<file path="src/rtl/alu_ctrl_seq.sv">
// ALU control unit at the ID/EX boundary: decodes the op class and funct field,
// hands the code to EX over valid/ready, and sequences multi-cycle mul/div.
module alu_ctrl_seq #(
   parameter int FUNCT_W    = 6,
   parameter int ALUOP_W    = 3,
   parameter int CTRL_W     = 4,
   parameter int MULDIV_LAT = 4
) (
   input  logic               clk_i,
   input  logic               rst_i,
   input  logic               valid_i,
   input  logic [ALUOP_W-1:0] ALUOp_i,
   input  logic [FUNCT_W-1:0] funct_i,
   output logic               ready_o,
   output logic               valid_o,
   output logic [CTRL_W-1:0]  ALUCtrl_o,
   output logic               multi_o,
   output logic               busy_o,
   input  logic               stall_i,
   input  logic               flush_i
);

   localparam int CNT_W = $clog2(MULDIV_LAT + 1);

   typedef enum logic [1:0] {
      S_IDLE,
      S_OUT,
      S_BUSY
   } state_t;

   state_t             r_state;
   logic [CNT_W-1:0]   r_cnt;
   logic               r_valid;
   logic               r_busy;
   logic               r_multi;
   logic [CTRL_W-1:0]  r_ctrl;

   logic [CTRL_W-1:0]  w_fdec;
   logic [CTRL_W-1:0]  w_dec;
   logic               w_multi;
   logic               w_accept;

   always_comb begin
      w_fdec = CTRL_W'(2);
      unique case (1'b1)
         (funct_i == FUNCT_W'(6'b100001)): w_fdec = CTRL_W'(2);
         (funct_i == FUNCT_W'(6'b100011)): w_fdec = CTRL_W'(6);
         (funct_i == FUNCT_W'(6'b100100)): w_fdec = CTRL_W'(0);
         (funct_i == FUNCT_W'(6'b100101)): w_fdec = CTRL_W'(1);
         (funct_i == FUNCT_W'(6'b101010)): w_fdec = CTRL_W'(7);
         (funct_i == FUNCT_W'(6'b000011)): w_fdec = CTRL_W'(8);
         (funct_i == FUNCT_W'(6'b000111)): w_fdec = CTRL_W'(11);
         (funct_i == FUNCT_W'(6'b011000)): w_fdec = CTRL_W'(12);
         (funct_i == FUNCT_W'(6'b011010)): w_fdec = CTRL_W'(13);
         default:                          w_fdec = CTRL_W'(2);
      endcase
   end

   always_comb begin
      w_dec = CTRL_W'(2);
      unique case (1'b1)
         (ALUOp_i == ALUOP_W'(3'b000)): w_dec = CTRL_W'(2);
         (ALUOp_i == ALUOP_W'(3'b001)): w_dec = CTRL_W'(6);
         (ALUOp_i == ALUOP_W'(3'b010)): w_dec = w_fdec;
         (ALUOp_i == ALUOP_W'(3'b011)): w_dec = CTRL_W'(7);
         (ALUOp_i == ALUOP_W'(3'b100)): w_dec = CTRL_W'(10);
         (ALUOp_i == ALUOP_W'(3'b101)): w_dec = CTRL_W'(1);
         (ALUOp_i == ALUOP_W'(3'b110)): w_dec = CTRL_W'(9);
         (ALUOp_i == ALUOP_W'(3'b111)): w_dec = CTRL_W'(2);
         default:                       w_dec = CTRL_W'(2);
      endcase
   end

   assign w_multi  = (ALUOp_i == ALUOP_W'(3'b010)) &&
                     ((w_fdec == CTRL_W'(12)) || (w_fdec == CTRL_W'(13)));

   // ready never looks at valid_i, so upstream sees no combinational loop
   assign ready_o  = ~r_busy & ~(r_valid & stall_i);
   assign w_accept = valid_i & ready_o & ~flush_i;

   always_ff @(posedge clk_i or negedge rst_i) begin
      if (!rst_i) begin
         r_state <= S_IDLE;
         r_cnt   <= '0;
         r_valid <= 1'b0;
         r_busy  <= 1'b0;
         r_multi <= 1'b0;
         r_ctrl  <= CTRL_W'(2);
      end else if (flush_i) begin
         r_state <= S_IDLE;
         r_cnt   <= '0;
         r_valid <= 1'b0;
         r_busy  <= 1'b0;
         r_multi <= 1'b0;
         r_ctrl  <= CTRL_W'(2);
      end else if (w_accept) begin
         r_ctrl  <= w_dec;
         r_multi <= w_multi;
         if (w_multi && (MULDIV_LAT > 1)) begin
            r_state <= S_BUSY;
            r_cnt   <= CNT_W'(MULDIV_LAT - 1);
            r_valid <= 1'b0;
            r_busy  <= 1'b1;
         end else begin
            r_state <= S_OUT;
            r_cnt   <= '0;
            r_valid <= 1'b1;
            r_busy  <= 1'b0;
         end
      end else begin
         unique case (r_state)
            S_OUT: begin
               if (!stall_i) begin
                  r_state <= S_IDLE;
                  r_valid <= 1'b0;
               end
            end
            S_BUSY: begin
               // count reaching 1 means this edge completes the latency
               if (r_cnt == CNT_W'(1)) begin
                  r_state <= S_OUT;
                  r_cnt   <= '0;
                  r_valid <= 1'b1;
                  r_busy  <= 1'b0;
               end else begin
                  r_cnt <= r_cnt - CNT_W'(1);
               end
            end
            default: begin
               r_state <= S_IDLE;
            end
         endcase
      end
   end

   assign valid_o   = r_valid;
   assign busy_o    = r_busy;
   assign multi_o   = r_multi;
   assign ALUCtrl_o = r_ctrl;

endmodule
</file>
<file path="config.mk">
export PLATFORM = sky130hd
export DESIGN_NAME = alu_ctrl_seq
export DESIGN_NICKNAME = d
export VERILOG_FILES = /design/src/rtl/alu_ctrl_seq.sv
export SDC_FILE = /design/constraint.sdc
export NUM_CORES = 1
export LEC_CHECK = 0
export BUFFER_PORTS_ARGS = -buffer_cell sky130_fd_sc_hd__buf_2
export CORE_MARGIN = 2
export CORE_UTILIZATION = 55
export CTS_CLUSTER_SIZE = 30
export DETAILED_ROUTE_END_ITERATION = 8
export GPL_ROUTABILITY_DRIVEN = 0
export GPL_TIMING_DRIVEN = 1
export PLACE_DENSITY = 0.88
export SLEW_MARGIN = 20
export SYNTH_ARGS = -nofsm -noshare
export SYNTH_HDL_FRONTEND = slang
export SYNTH_SLANG_ARGS = --single-unit
</file>
<file path="constraint.sdc">
create_clock -name clk_i -period 2.4 [get_ports clk_i]
set_input_delay 0.12 -clock clk_i [delete_from_list [all_inputs] [get_ports clk_i]]
set_output_delay 0.12 -clock clk_i [all_outputs]
set_load 0.03 [all_outputs]
</file>
==> qor.csv <==
stage,metric,value,unit
flow_run,maxCapViolCount,0,
routing,first_pass_iters,4,
critical_path,critPathRequiredTime,2610,ps
logic_synthesis,ys_warn_count,0,
logic_synthesis,synth_top_family_by_area,compound AO/OA/AOI/OAI gates,
logic_synthesis,synth_cell_type_count,37,
global_route,track_usage,24.7,%
finish,stdcell_count,137,
sta,fin_setup_tns,0,ps
clocking,cts.reportedPaths.clkPinSlew,70,ps
logic_synthesis,netlist_area,877,sq um
global_route,grt_pass1_vias,776,
clocking,clk_latency,280,ps
place,portBuffers,21,
critical_path,crit_type,flop to flop,
logic_synthesis,async_reset_ff_share,100,%
critical_path,path_max_fanout,6,
critical_path,cpPeakStageDelay,410,ps
critical_path,cp_num_buf_inv,0,
finish,fillers,114,
logic_synthesis,synthAdderAreaFrac,5.71,%
logic_synthesis,ys.flop_type,dfrtp_1,
logic_synthesis,netlist.top_cell.by_area,dfrtp_1,
finish,area_growth,18.3,%
sta,final.period_utilization,64.2,%
logic_synthesis,synth.most_common_cell,dfrtp_1,
place,post-place-cells,132,
die,rows,14,
clocking,htreeDepth,1,
logic_synthesis,synth_nets,114,
finish,drive_gt1_share,23.1,%
sta,maxSlewHeadroom,66.6,%
logic_synthesis,synthMuxAreaShare,1.28,%
die,die_h,43.9,microns
sta,hold_violations,0,
logic_synthesis,synth-compound-area-share,28.5,%
logic_synthesis,synth_seq_cells,12,
sta,clock_skew,2.43,ps
place,dp_hpwl,1540,microns
sta,setup_viol_count_final,0,
routing,vias,859,
sta,worst_pin_slew,501,ps
logic_synthesis,syn_inst,96,
clocking,cts_tree,done,
global_route,grt_pass1_wl,3460,microns
clocking,cts_root_buffer,clkbuf_4,
critical_path,critical_path_arrival,1750,ps
routing,final_antenna_net_count,0,
power_and_ir_drop,max-vdd-ir-drop,304,uV
logic_synthesis,yosysSeqAreaShare,34.4,%
logic_synthesis,yosys-top-cells-area,"dfrtp_1, ha_1, nor2b_1, a211oi_1, nand2_1",
critical_path,startpoint_type,flop,
clocking,cts.sinks,12,
sta,clock.fmax,0.649,GHz
critical_path,reg2reg_slack,860,ps
clocking,cts_setup_buffers,0,
finish,n_antenna_cell,0,
routing,detail_route.vias_per_cell,6.27,
routing,drc_errors,0,
die,ios,22,
routing,wl,2040,microns
run_status,status,finished clean,
sta,finalCriticalPeriod,1540,ps
clocking,cts_buffer_depth,2,
critical_path,crit_family,simple AND/OR/NAND/NOR gates,
die,core,1510,sq um
routing,wl_per_cell,14.9,microns
logic_synthesis,synthXorXnorAreaFrac,2.00,%
global_route,grt_start_max_net_pins,13,
sta,slew_violations,0,
die,initial_core_util,58.2,%
power_and_ir_drop,p_leak,0.466,nW
critical_path,cp_cell_sequence,"nor2b_1, nand3b_1, a211o_1, a32oi_2",
clocking,cts_inserted_buffers,3,
finish,nets,140,
die,die_width,43.9,microns
sta,rsz0062_at_grt,no,
critical_path,slowest_stage,dfrtp_1,
logic_synthesis,netlist_top_cells_count,"dfrtp_1, nand2_1, a21oi_1, nor2b_1, inv_1",
critical_path,cp-end-kind,flop,
logic_synthesis,synth-simple-area-share,24.3,%
worst_hold_path,hp-class,primary input to flop,
logic_synthesis,synth_top_area_share,31.4,%
die,die_area,1930,sq um
logic_synthesis,synth_area_per_cell,9.14,sq um
sta,hold_ws,108,ps
global_route,globalRouteOverflowTotal,0,
routing,drt_iter0_drc,28,
power_and_ir_drop,powerDensity,470,nW/um^2
global_route,antenna_found_initial,0,
logic_synthesis,synth-edff-count,0,
==> final timing paths <==
path / to / cells after the start / from
setup / recovery: r_cnt[1]$_DFFE_PN0P_ / 4 / busy_o$_DFFE_PN0P_
hold / removal: ALUCtrl_o[3]$_DFFE_PN0P_ / 2 / ALUOp_i[0]
setup reg to reg: r_cnt[1]$_DFFE_PN0P_ / 4 / busy_o$_DFFE_PN0P_
hold reg to reg: multi_o$_DFFE_PN0P_ / 2 / multi_o$_DFFE_PN0P_
max in group asynchronous: ALUCtrl_o[1]$_DFFE_PN1P_ / 2 / rst_i
min in group asynchronous: valid_o$_DFFE_PN0P_ / 2 / rst_i
==> stage by stage <==
stage                     worst slack [ps]  area (sq um)  utilization (%)  power, mW
after floorplan                        867           877                -      0.285
after global placement                 749           991             65.8      0.323
after detailed placement               692           991             65.8      0.327
after CTS                              864          1040             68.9      0.492
after global routing                   684          1040             68.9      0.515
final                                  858          1040             68.9      0.488
==> worst register-to-register path: cells and delay by family (launching register included) <==
| kind | cells | cell delay (ps) |
|---|---|---|
| DFF | 1 | 410 |
| AOI/OAI and AO/OA | 2 | 500 |
| and+or+nand+nor | 2 | 560 |
==> power by group <==
group          total [mW]  internal, mW  leakage (nW)  switching, mW
Clock               0.163        0.0924        0.0210         0.0703
Sequential          0.217         0.211         0.160        0.00567
Combinational       0.109        0.0394         0.286         0.0691
==> timing repair <==
action,in CTS,in global routing
setup endpoints to repair,0,0
hold buffers,1,0
gates resized for setup,0,0
endpoints found under the hold margin,12,0
==> cell usage in the layout, fill, tap and decap left out, drive strengths merged <==
cell         Yosys  routed
a41oi            1       1
ha               4       4
dfrtp           11      11
nand3b           2       2
a21boi           1       1
and4b            1       1
inv              6       6
o21ai            4       4
mux2             1       1
nand3            3       3
a21o             2       2
nor3b            1       1
nor3             2       2
dfstp            1       1
dlygate4sd3      0       1
nor2             3       3
a311oi           1       1
a32oi            2       2
xor2             2       2
a211oi           5       5
nand4bb          2       2
o31ai            2       2
a211o            2       2
o211ai           1       1
clkbuf           0       4
a221oi           2       2
nor2b            7       7
o32ai            2       2
o32a             1       1
or4b             1       1
a22oi            1       1
and3b            2       2
nor4             1       1
a21oi            7       7
nand2           10      10
nand2b           1       1
buf              1      21
==> layout make-up <==
type                       instances  area [sq um]  area share [%]
timing repair buffer              22           115            11.1
inverter                           6          22.5            2.17
sequential                        12           302            29.1
tap                               16          20.0            1.93
multi-input combinational         77           542            52.2
clock buffer                       4          36.3            3.50
==> routing by layer <==
metal | vias up | track usage, % | wire length, microns
met5 | - | 0 | 0
met4 | 0 | 10.9 | 34
met3 | 4 | 6.25 | 96
met2 | 27 | 39.7 | 994
met1 | 405 | 31.2 | 912
li1 | 423 | - | -
==> flip-flops by register name, summed over array words and instances (netlist names) <==
register,flops
r_cnt,3
busy_o,1
ALUCtrl_o,4
r_state,2
valid_o,1
multi_o,1
==> kinds of logic (layout without fill, tap and decap cells) <==
kind of cell / count (synthesis) / in the layout
AO/OA/AOI/OAI: 34 / 34
flip-flops: 12 / 12
multiplexers: 1 / 1
buffers and inverters: 7 / 32
XOR/XNOR: 2 / 2
adder cells (fa/ha/maj): 4 / 4
AND/OR/NAND/NOR: 36 / 36
Note: power is estimated with default switching activity, not from simulation.
